===== config.mk =====
export PLATFORM = sky130hd
export DESIGN_NAME = bit_pattern_detector
export DESIGN_NICKNAME = d
export VERILOG_FILES = /design/src/rtl/bit_pattern_detector_pkg.sv /design/src/rtl/bpd_match_lane.sv /design/src/rtl/bit_pattern_detector.sv
export SDC_FILE = /design/constraint.sdc
export NUM_CORES = 1
export LEC_CHECK = 0
export BUFFER_PORTS_ARGS = -buffer_cell sky130_fd_sc_hd__buf_4
export CAP_MARGIN = 20
export CORE_MARGIN = 2
export CORE_UTILIZATION = 45
export DETAILED_ROUTE_END_ITERATION = 10
export HOLD_SLACK_MARGIN = 0.05
export PLACE_DENSITY = 0.6
export SYNTH_ARGS = -nofsm -noshare
export SYNTH_HDL_FRONTEND = slang
export SYNTH_SLANG_ARGS = --single-unit

===== constraint.sdc =====
create_clock -name clk -period 17.9 [get_ports clk]
set_clock_uncertainty 0.15 [all_clocks]
set_input_delay 2.685 -clock clk [delete_from_list [all_inputs] [get_ports clk]]
set_output_delay 2.685 -clock clk [all_outputs]
set_load 0.01 [all_outputs]

===== src/rtl/bit_pattern_detector_pkg.sv =====
// Shared limits, window-state typedefs and the match popcount helper for bit_pattern_detector.
package bit_pattern_detector_pkg;

  localparam int DATA_W_MAX  = 64;
  localparam int PAT_LEN_MAX = 32;
  localparam int FILL_W      = 6;
  localparam int POP_W       = 7;

  typedef logic [FILL_W-1:0]        fill_t;
  typedef logic [PAT_LEN_MAX-2:0]   hist_max_t;
  typedef logic [POP_W-1:0]         pop_t;

  function automatic pop_t popcount(input logic [DATA_W_MAX-1:0] v);
    pop_t n;
    n = '0;
    for (int i = 0; i < DATA_W_MAX; i++) begin
      n += pop_t'(v[i]);
    end
    return n;
  endfunction

endpackage


===== src/rtl/bpd_match_lane.sv =====
// Combinational per-beat unroll: walks inp[0]..inp[DATA_W-1] through the pattern window and
// returns the match vector plus the history/fill state left after the last bit.
module bpd_match_lane
  import bit_pattern_detector_pkg::*;
#(
  parameter int DATA_W  = 8,
  parameter int PAT_LEN = 4,
  parameter int HIST_W  = (PAT_LEN > 1) ? PAT_LEN - 1 : 1
) (
  input  logic [HIST_W-1:0]  hist,
  input  fill_t              fill,
  input  logic [PAT_LEN-1:0] pattern,
  input  logic               overlap,
  input  logic [DATA_W-1:0]  inp,
  output logic [DATA_W-1:0]  match,
  output logic [HIST_W-1:0]  hist_next,
  output fill_t              fill_next
);

  localparam fill_t FILL_FULL = fill_t'(PAT_LEN - 1);

  logic [DATA_W:0][HIST_W-1:0] hist_chain;
  logic [DATA_W:0][FILL_W-1:0] fill_chain;

  assign hist_chain[0] = hist;
  assign fill_chain[0] = fill;

  genvar gi;
  generate
    for (gi = 0; gi < DATA_W; gi++) begin : g_bit
      logic [PAT_LEN-1:0] window;
      logic               full;
      logic               hit;

      // Window bit 0 is the bit being examined; older bits come from the history.
      if (PAT_LEN == 1) begin : g_one
        assign window = inp[gi];
      end else begin : g_many
        assign window = {hist_chain[gi], inp[gi]};
      end

      if (HIST_W == 1) begin : g_h1
        assign hist_chain[gi+1] = inp[gi];
      end else begin : g_hn
        assign hist_chain[gi+1] = {hist_chain[gi][HIST_W-2:0], inp[gi]};
      end

      assign full     = (fill_chain[gi] == FILL_FULL);
      assign hit      = full && (window == pattern);
      assign match[gi] = hit;
      assign fill_chain[gi+1] = (hit && !overlap) ? '0 :
                                full              ? fill_chain[gi] :
                                                    fill_chain[gi] + fill_t'(1);
    end
  endgenerate

  assign hist_next = hist_chain[DATA_W];
  assign fill_next = fill_chain[DATA_W];

endmodule


===== src/rtl/bit_pattern_detector.sv =====
// Streaming serial-pattern detector with a one-beat registered output stage.
// Define MATCH_COUNT_EN to add the saturating per-packet match counter and the o_count port.
module bit_pattern_detector
  import bit_pattern_detector_pkg::*;
#(
  parameter int DATA_W  = 8,
  parameter int PAT_LEN = 4,
  parameter int CNT_W   = 16
) (
  input  logic               clk,
  input  logic               reset,
  input  logic [PAT_LEN-1:0] cfg_pattern,
  input  logic               cfg_overlap,
  input  logic               i_valid,
  output logic               i_ready,
  input  logic               i_sop,
  input  logic               i_eop,
  input  logic [DATA_W-1:0]  inp,
  output logic               o_valid,
  input  logic               o_ready,
  output logic               o_sop,
  output logic               o_eop,
  output logic [DATA_W-1:0]  outp
`ifdef MATCH_COUNT_EN
  ,
  output logic [CNT_W-1:0]   o_count
`endif
);

  localparam int HIST_W = (PAT_LEN > 1) ? PAT_LEN - 1 : 1;

  logic               accept;
  logic [HIST_W-1:0]  hist_reg, hist_in, hist_next;
  fill_t              fill_reg, fill_in, fill_next;
  logic [PAT_LEN-1:0] pattern_reg, pattern_in;
  logic               overlap_reg, overlap_in;
  logic [DATA_W-1:0]  match;

  assign i_ready = o_ready || !o_valid;
  assign accept  = i_valid && i_ready;

  // A sop beat starts from an empty window and already uses the config it carries.
  assign hist_in    = i_sop ? '0 : hist_reg;
  assign fill_in    = i_sop ? '0 : fill_reg;
  assign pattern_in = i_sop ? cfg_pattern : pattern_reg;
  assign overlap_in = i_sop ? cfg_overlap : overlap_reg;

  bpd_match_lane #(
    .DATA_W  (DATA_W),
    .PAT_LEN (PAT_LEN),
    .HIST_W  (HIST_W)
  ) u_lane (
    .hist      (hist_in),
    .fill      (fill_in),
    .pattern   (pattern_in),
    .overlap   (overlap_in),
    .inp       (inp),
    .match     (match),
    .hist_next (hist_next),
    .fill_next (fill_next)
  );

  always_ff @(posedge clk or posedge reset) begin
    if (reset) begin
      hist_reg    <= '0;
      fill_reg    <= '0;
      pattern_reg <= '0;
      overlap_reg <= 1'b0;
      o_valid     <= 1'b0;
      o_sop       <= 1'b0;
      o_eop       <= 1'b0;
      outp        <= '0;
    end else if (accept) begin
      // Clearing on eop guarantees no match ever spans two packets.
      hist_reg <= i_eop ? '0 : hist_next;
      fill_reg <= i_eop ? '0 : fill_next;
      if (i_sop) begin
        pattern_reg <= cfg_pattern;
        overlap_reg <= cfg_overlap;
      end
      o_valid <= 1'b1;
      o_sop   <= i_sop;
      o_eop   <= i_eop;
      outp    <= match;
    end else if (o_valid && o_ready) begin
      o_valid <= 1'b0;
    end
  end

`ifdef MATCH_COUNT_EN
  localparam logic [CNT_W-1:0] CNT_MAX = '1;

  logic [CNT_W-1:0]       count_reg, count_base, count_sum;
  logic [CNT_W+POP_W-1:0] count_wide;

  assign count_base = i_sop ? '0 : count_reg;
  assign count_wide = {{POP_W{1'b0}}, count_base} + {{CNT_W{1'b0}}, popcount(DATA_W_MAX'(match))};
  assign count_sum  = (count_wide > {{POP_W{1'b0}}, CNT_MAX}) ? CNT_MAX : count_wide[CNT_W-1:0];

  always_ff @(posedge clk or posedge reset) begin
    if (reset) begin
      count_reg <= '0;
      o_count   <= '0;
    end else if (accept) begin
      count_reg <= i_eop ? '0 : count_sum;
      o_count   <= i_eop ? count_sum : '0;
    end
  end
`endif

endmodule

==> Yosys cells after proc, flatten, opt, wreduce, memory -nomap -nowiden <==
Cells that the tools add are included.
{ "op_classes": {"n_addsub": 8, "multipliers": 0, "n_div": 0, "n_lt_le_gt_ge": 0, "n_eq_ne": 16, "n_shift": 0, "muxes": 24, "n_bitwise": 0, "reduce_logical": 22} }
{ "op_table": {"columns": ["operator", "count"], "rows": [
  ["$mux W6", 18],
  ["$add A6 B1 Y6 const B", 8],
  ["$eq A6 B2 Y1 const B", 8],
  ["$eq A4 B4 Y1", 8],
  ["$logic_and A1 B1 Y1", 18],
  ["$mux W3", 2],
  ["$mux W4", 1],
  ["$mux W1", 3],
  ["$logic_not A1 Y1", 2],
  ["$reduce_bool A2 Y1", 1],
  ["$logic_or A1 B1 Y1", 1]
]} }
{ "totals": {"register_bits": 25, "latch_bits": 0, "mem_bits_rw": 0, "mem_bits_ro": 0, "input_bits": 19, "output_inout_bits": 12, "wordCells": 78, "memories": 0} }

==> Depth between registers and ports, before layout <==
{ "depth": {"depth_word": 34, "ltp_mapped": 44, "depth_no_buf": 41} }

==> Modules after synthesis <==
From an unflattened synthesis, not the netlist that was laid out.
{ "unflattened": {"hier_cells": 382, "area_unflattened_um2": 3408.3} }
{ "by_module_without_submodules": {"columns": ["mod", "instances", "cells_per_inst", "area_per_inst_um2", "seq_area_each_um2"], "rows": [
  ["bpd_match_lane", 1, 302, 2257.2, 0.0],
  ["bit_pattern_detector", 1, 80, 1151.1, 625.6]
]} }

==> Least setup slack after synthesis <==
Ideal clock, no wire load.
{ "synth_timing": {"path_type": "input to register", "start": "input port i_sop", "end": "register fill_reg[0]", "setup_ps": 90, "arrival_ps": 11799, "t_required_ps": 17660, "slack_ps": 5861, "path_stages": 43, "path_buffers": 4, "path_cell_list": "buf_4 buf_4 buf_2 nor2b_1 ha_1 o21ai_2 xnor2_1 a31oi_2 ha_1 nand3_1 a211oi_1 mux2i_4 inv_2 ha_1 inv_1 nor4_2 a41oi_1 inv_1 [... 7 more ...] nand2_1 ha_1 inv_1 a211o_1 a21boi_1 or2_4 ha_1 and2_2 o21ai_0 ha_1 o2111ai_1 nor2_1 mux2_2 inv_1 ha_1 o2111ai_2 or3_1 o221ai_1"} }
{ "synth_via": {"elab_chain_cells": 34, "word_cells_on_any_way": 62, "cone_classes": "add/sub (8); eq/ne (16); mux (21); reduce/logical (17)"} }
{ "synth_rtl": {"columns": ["element", "line", "rtl"], "rows": [
  ["start, declared", "bit_pattern_detector.sv:16", "input logic i_sop,"],
  ["parallel branches: the longest is 32 deep, another holds $add A6 B1 Y6", null, null],
  ["$mux W6 (*)", "bpd_match_lane.sv:51", "assign fill_chain[gi+1] = (hit && !overlap) ? '0 :"],
  ["$mux W6 (*)", "bit_pattern_detector.sv:76", "fill_reg <= i_eop ? '0 : fill_next;"],
  ["end signal, assigned", "bit_pattern_detector.sv:76", null],
  ["end, declared", "bit_pattern_detector.sv:34", "fill_t fill_reg, fill_in, fill_next;"]
]} }
Every way passes the cells marked *.
A chain may end at the register's enable or synchronous reset.

==> Final worst setup path <==
Same ends and word-level chain as after synthesis.

==> results.py <==
metrics = {
    "yosys": {
        "syn_area_um2": 3660,
        "synth_top_family_by_area": "simple AND/OR/NAND/NOR gates",
        "synth_fp_nets": 465,
        "ys_seq_area_share_pct": 17.1,
        "syn_avg_cell_area_um2": 8.35,
        "synth_fa_ha_area_share_pct": 2.74,
        "synth_top_cell_area_share_pct": 17.1,
        "syn_inst": 438,
        "ys_warn_count": 0,
        "synth_area_leaders": "dfrtp_1, xnor2_1, nand2_1",
        "ys_async_sr_fraction_pct": 100,
        "synth_xor_area_share_pct": 15.8,
        "ys_ff_latch": 25,
        "yosys_most_used_dff": "dfrtp_1",
        "yosys.area_share.simple_pct": 27.1,
        "synth_edf_count": 0,
        "synth_compound_area_share_pct": 25.5,
        "yosysTopAreaCell": "dfrtp_1",
        "muxShareOfSynthArea_pct": 7.49,
        "yosysUniqueCellTypes": 91,
    },
    "critical_path": {
        "crit_fanout": 29,
        "worst_ep_arrival_time_ns": 12.78,
        "critical-path-max-stage-delay_ns": 0.54,
        "worstSetupPathType": "in2reg",
        "required_ns": 17.95,
        "cp-end-kind": "register",
        "slowest_stage": "nor4_2",
        "critPathLaunchType": "input port",
        "crit_top_cell": "ha_1",
    },
    "floorplan": {
        "initial_utilization_pct": 46.9,
        "die_y_um": 94.2,
        "num_rows": 32,
        "die_w_um": 94.2,
        "core_um2": 7810,
        "fp.dieArea_um2": 8870,
        "boundaryPins": 31,
    },
    "drt": {
        "vias_per_cell": 5.99,
        "drt_wl_total_mm": 9.66,
        "wl_per_cell_um": 17.3,
        "drt_pre_antenna_iters": 5,
        "vias": 3345,
        "first_iter_violations": 265,
        "ant_nets": 0,
        "drc": 0,
    },
    "cells_and_area": {
        "stdcell_count": 558,
        "layout_commonest_cell": "nand2_1",
        "fin_area_um2": 4000,
        "largest_register_ffs": 8,
        "antennaDiodeCount": 0,
        "final_nets": 484,
        "final_cell_mix": "nand2_1, xnor2_1, buf_4",
        "final.fill_count": 786,
        "finish.utilization_pct": 51.2,
        "drive_gt1_share_pct": 19.3,
        "area_growth_pct": 9.23,
    },
    "clock_network": {
        "worst_skew_pair.late_latency_ns": 0.28,
        "postCtsHoldBufs": 0,
        "cts.repair.resized": 0,
        "cts-root-buf": "clkbuf_8",
        "cts_made_buffers": 3,
        "cts.sinks": 25,
        "h-tree-depth": 1,
        "tritoncts": "done",
        "post_cts_buffers": 0,
        "cts.clk_slew.worst_paths_ns": 0.10,
        "clk_path_buf_depth": 2,
    },
    "place": {
        "portBuffers": 30,
        "place.gp.congestion": 0.868,
        "placed_cell_area_um2": 3920,
        "dp.cells": 552,
        "post-dp-hpwl_mm": 7.57,
    },
    "timing": {
        "slew_headroom_pct": 47.9,
        "maxSlewViolCount": 0,
        "setup_viol": 0,
        "max_freq_mhz": 78.6,
        "finalHoldViolations": 0,
        "fin_crit_ns": 12.73,
        "rsz0062_at_grt": "no",
        "fin_tns_setup_ns": 0,
        "period_share_pct": 71.1,
        "worst_slew_pin_slew_ns": 0.760,
    },
    "hold_path": {
        "hold_class": "reg2reg",
    },
    "global_route": {
        "overflow": 0,
        "track_usage_pct": 22.7,
        "grt_first_pass_wirelength_mm": 16.2,
        "grt_start_max_net_pins": 36,
        "antenna_found_initial": 0,
        "grt_pass1_vias": 3218,
    },
    "run": {
        "drv_cap": 0,
    },
    "run_status": {
        "status": "completed",
    },
}
## layout make-up
type / count / area, µm² / area share [%]
clock buffers: 3 / 41.3 / 1.03
clock inverters: 1 / 8.76 / 0.219
inverters: 17 / 63.8 / 1.60
multi-input cells: 377 / 2870 / 71.9
flip-flops and latches: 25 / 626 / 15.7
well taps: 102 / 128 / 3.19
repair buffers: 33 / 255 / 6.39
## worst max-delay path: cells and delay by family
kind            cells  cell delay, ns
compound gates     13            3.55
simple gates        7            2.11
buf+inv             7            1.01
mux                 3            1.10
fa+ha+maj           7            2.12
xor+xnor            1            0.19
## cells by family (layout without fill, tap and decap cells)
family / Yosys count / in the layout
flip-flops: 25 / 25
XOR/XNOR: 57 / 57
AO/OA/AOI/OAI: 115 / 115
multiplexers: 20 / 20
adder cells (fa/ha/maj): 8 / 8
AND/OR/NAND/NOR: 177 / 177
buffers and inverters: 36 / 54
## cell usage after synthesis (all sizes together), types with 4 or more instances
cell type / n
nand2: 63
xnor2: 43
o21ai: 33
dfrtp: 25
inv: 17
mux2i: 17
nor2: 17
nand3: 16
nor4: 13
xor2: 13
a21oi: 10
and2: 10
buf: 10
nand2b: 10
clkbuf: 9
nand4: 9
ha: 8
nor3: 8
a211oi: 7
or3: 6
a31oi: 5
and3: 5
o31ai: 5
a2111oi: 4
a211o: 4
o21a: 4
or2: 4
## path summary, 6_finish.rpt
check,depth (start not counted),slack [ns],start,to
max,38,5.17,i_sop,fill_reg[0]
min,2,0.34,outp[6],outp[6]
max reg2reg,39,7.36,fill_reg[0],fill_reg[0]
min reg2reg,2,0.34,outp[6],outp[6]
max in group asynchronous,3,14.83,reset,hist_reg[2]
min in group asynchronous,2,2.28,reset,hist_reg[0]
## stage by stage
stage / hold WS [ns] / setup WS, ns
2_1_floorplan: 0.299 / 5.86
3_3_place_gp: 0.303 / 5.43
6_report: 0.339 / 5.17
3_5_place_dp: 0.315 / 4.96
5_1_grt: 0.370 / 4.34
4_1_cts: 0.344 / 5.23
## layer usage
metal | GRT usage [%] | vias up | share of wire, %
li1 | - | 1656 | -
met1 | 32.4 | 1614 | 49
met2 | 37.5 | 71 | 46
met3 | 3.37 | 4 | 4.7
met4 | 2.17 | 0 | 0.32
met5 | 0 | - | 0
Power is left out: the tool's default activity adds up to more than one toggle a clock period on the data nets, which glitch-free logic cannot reach.
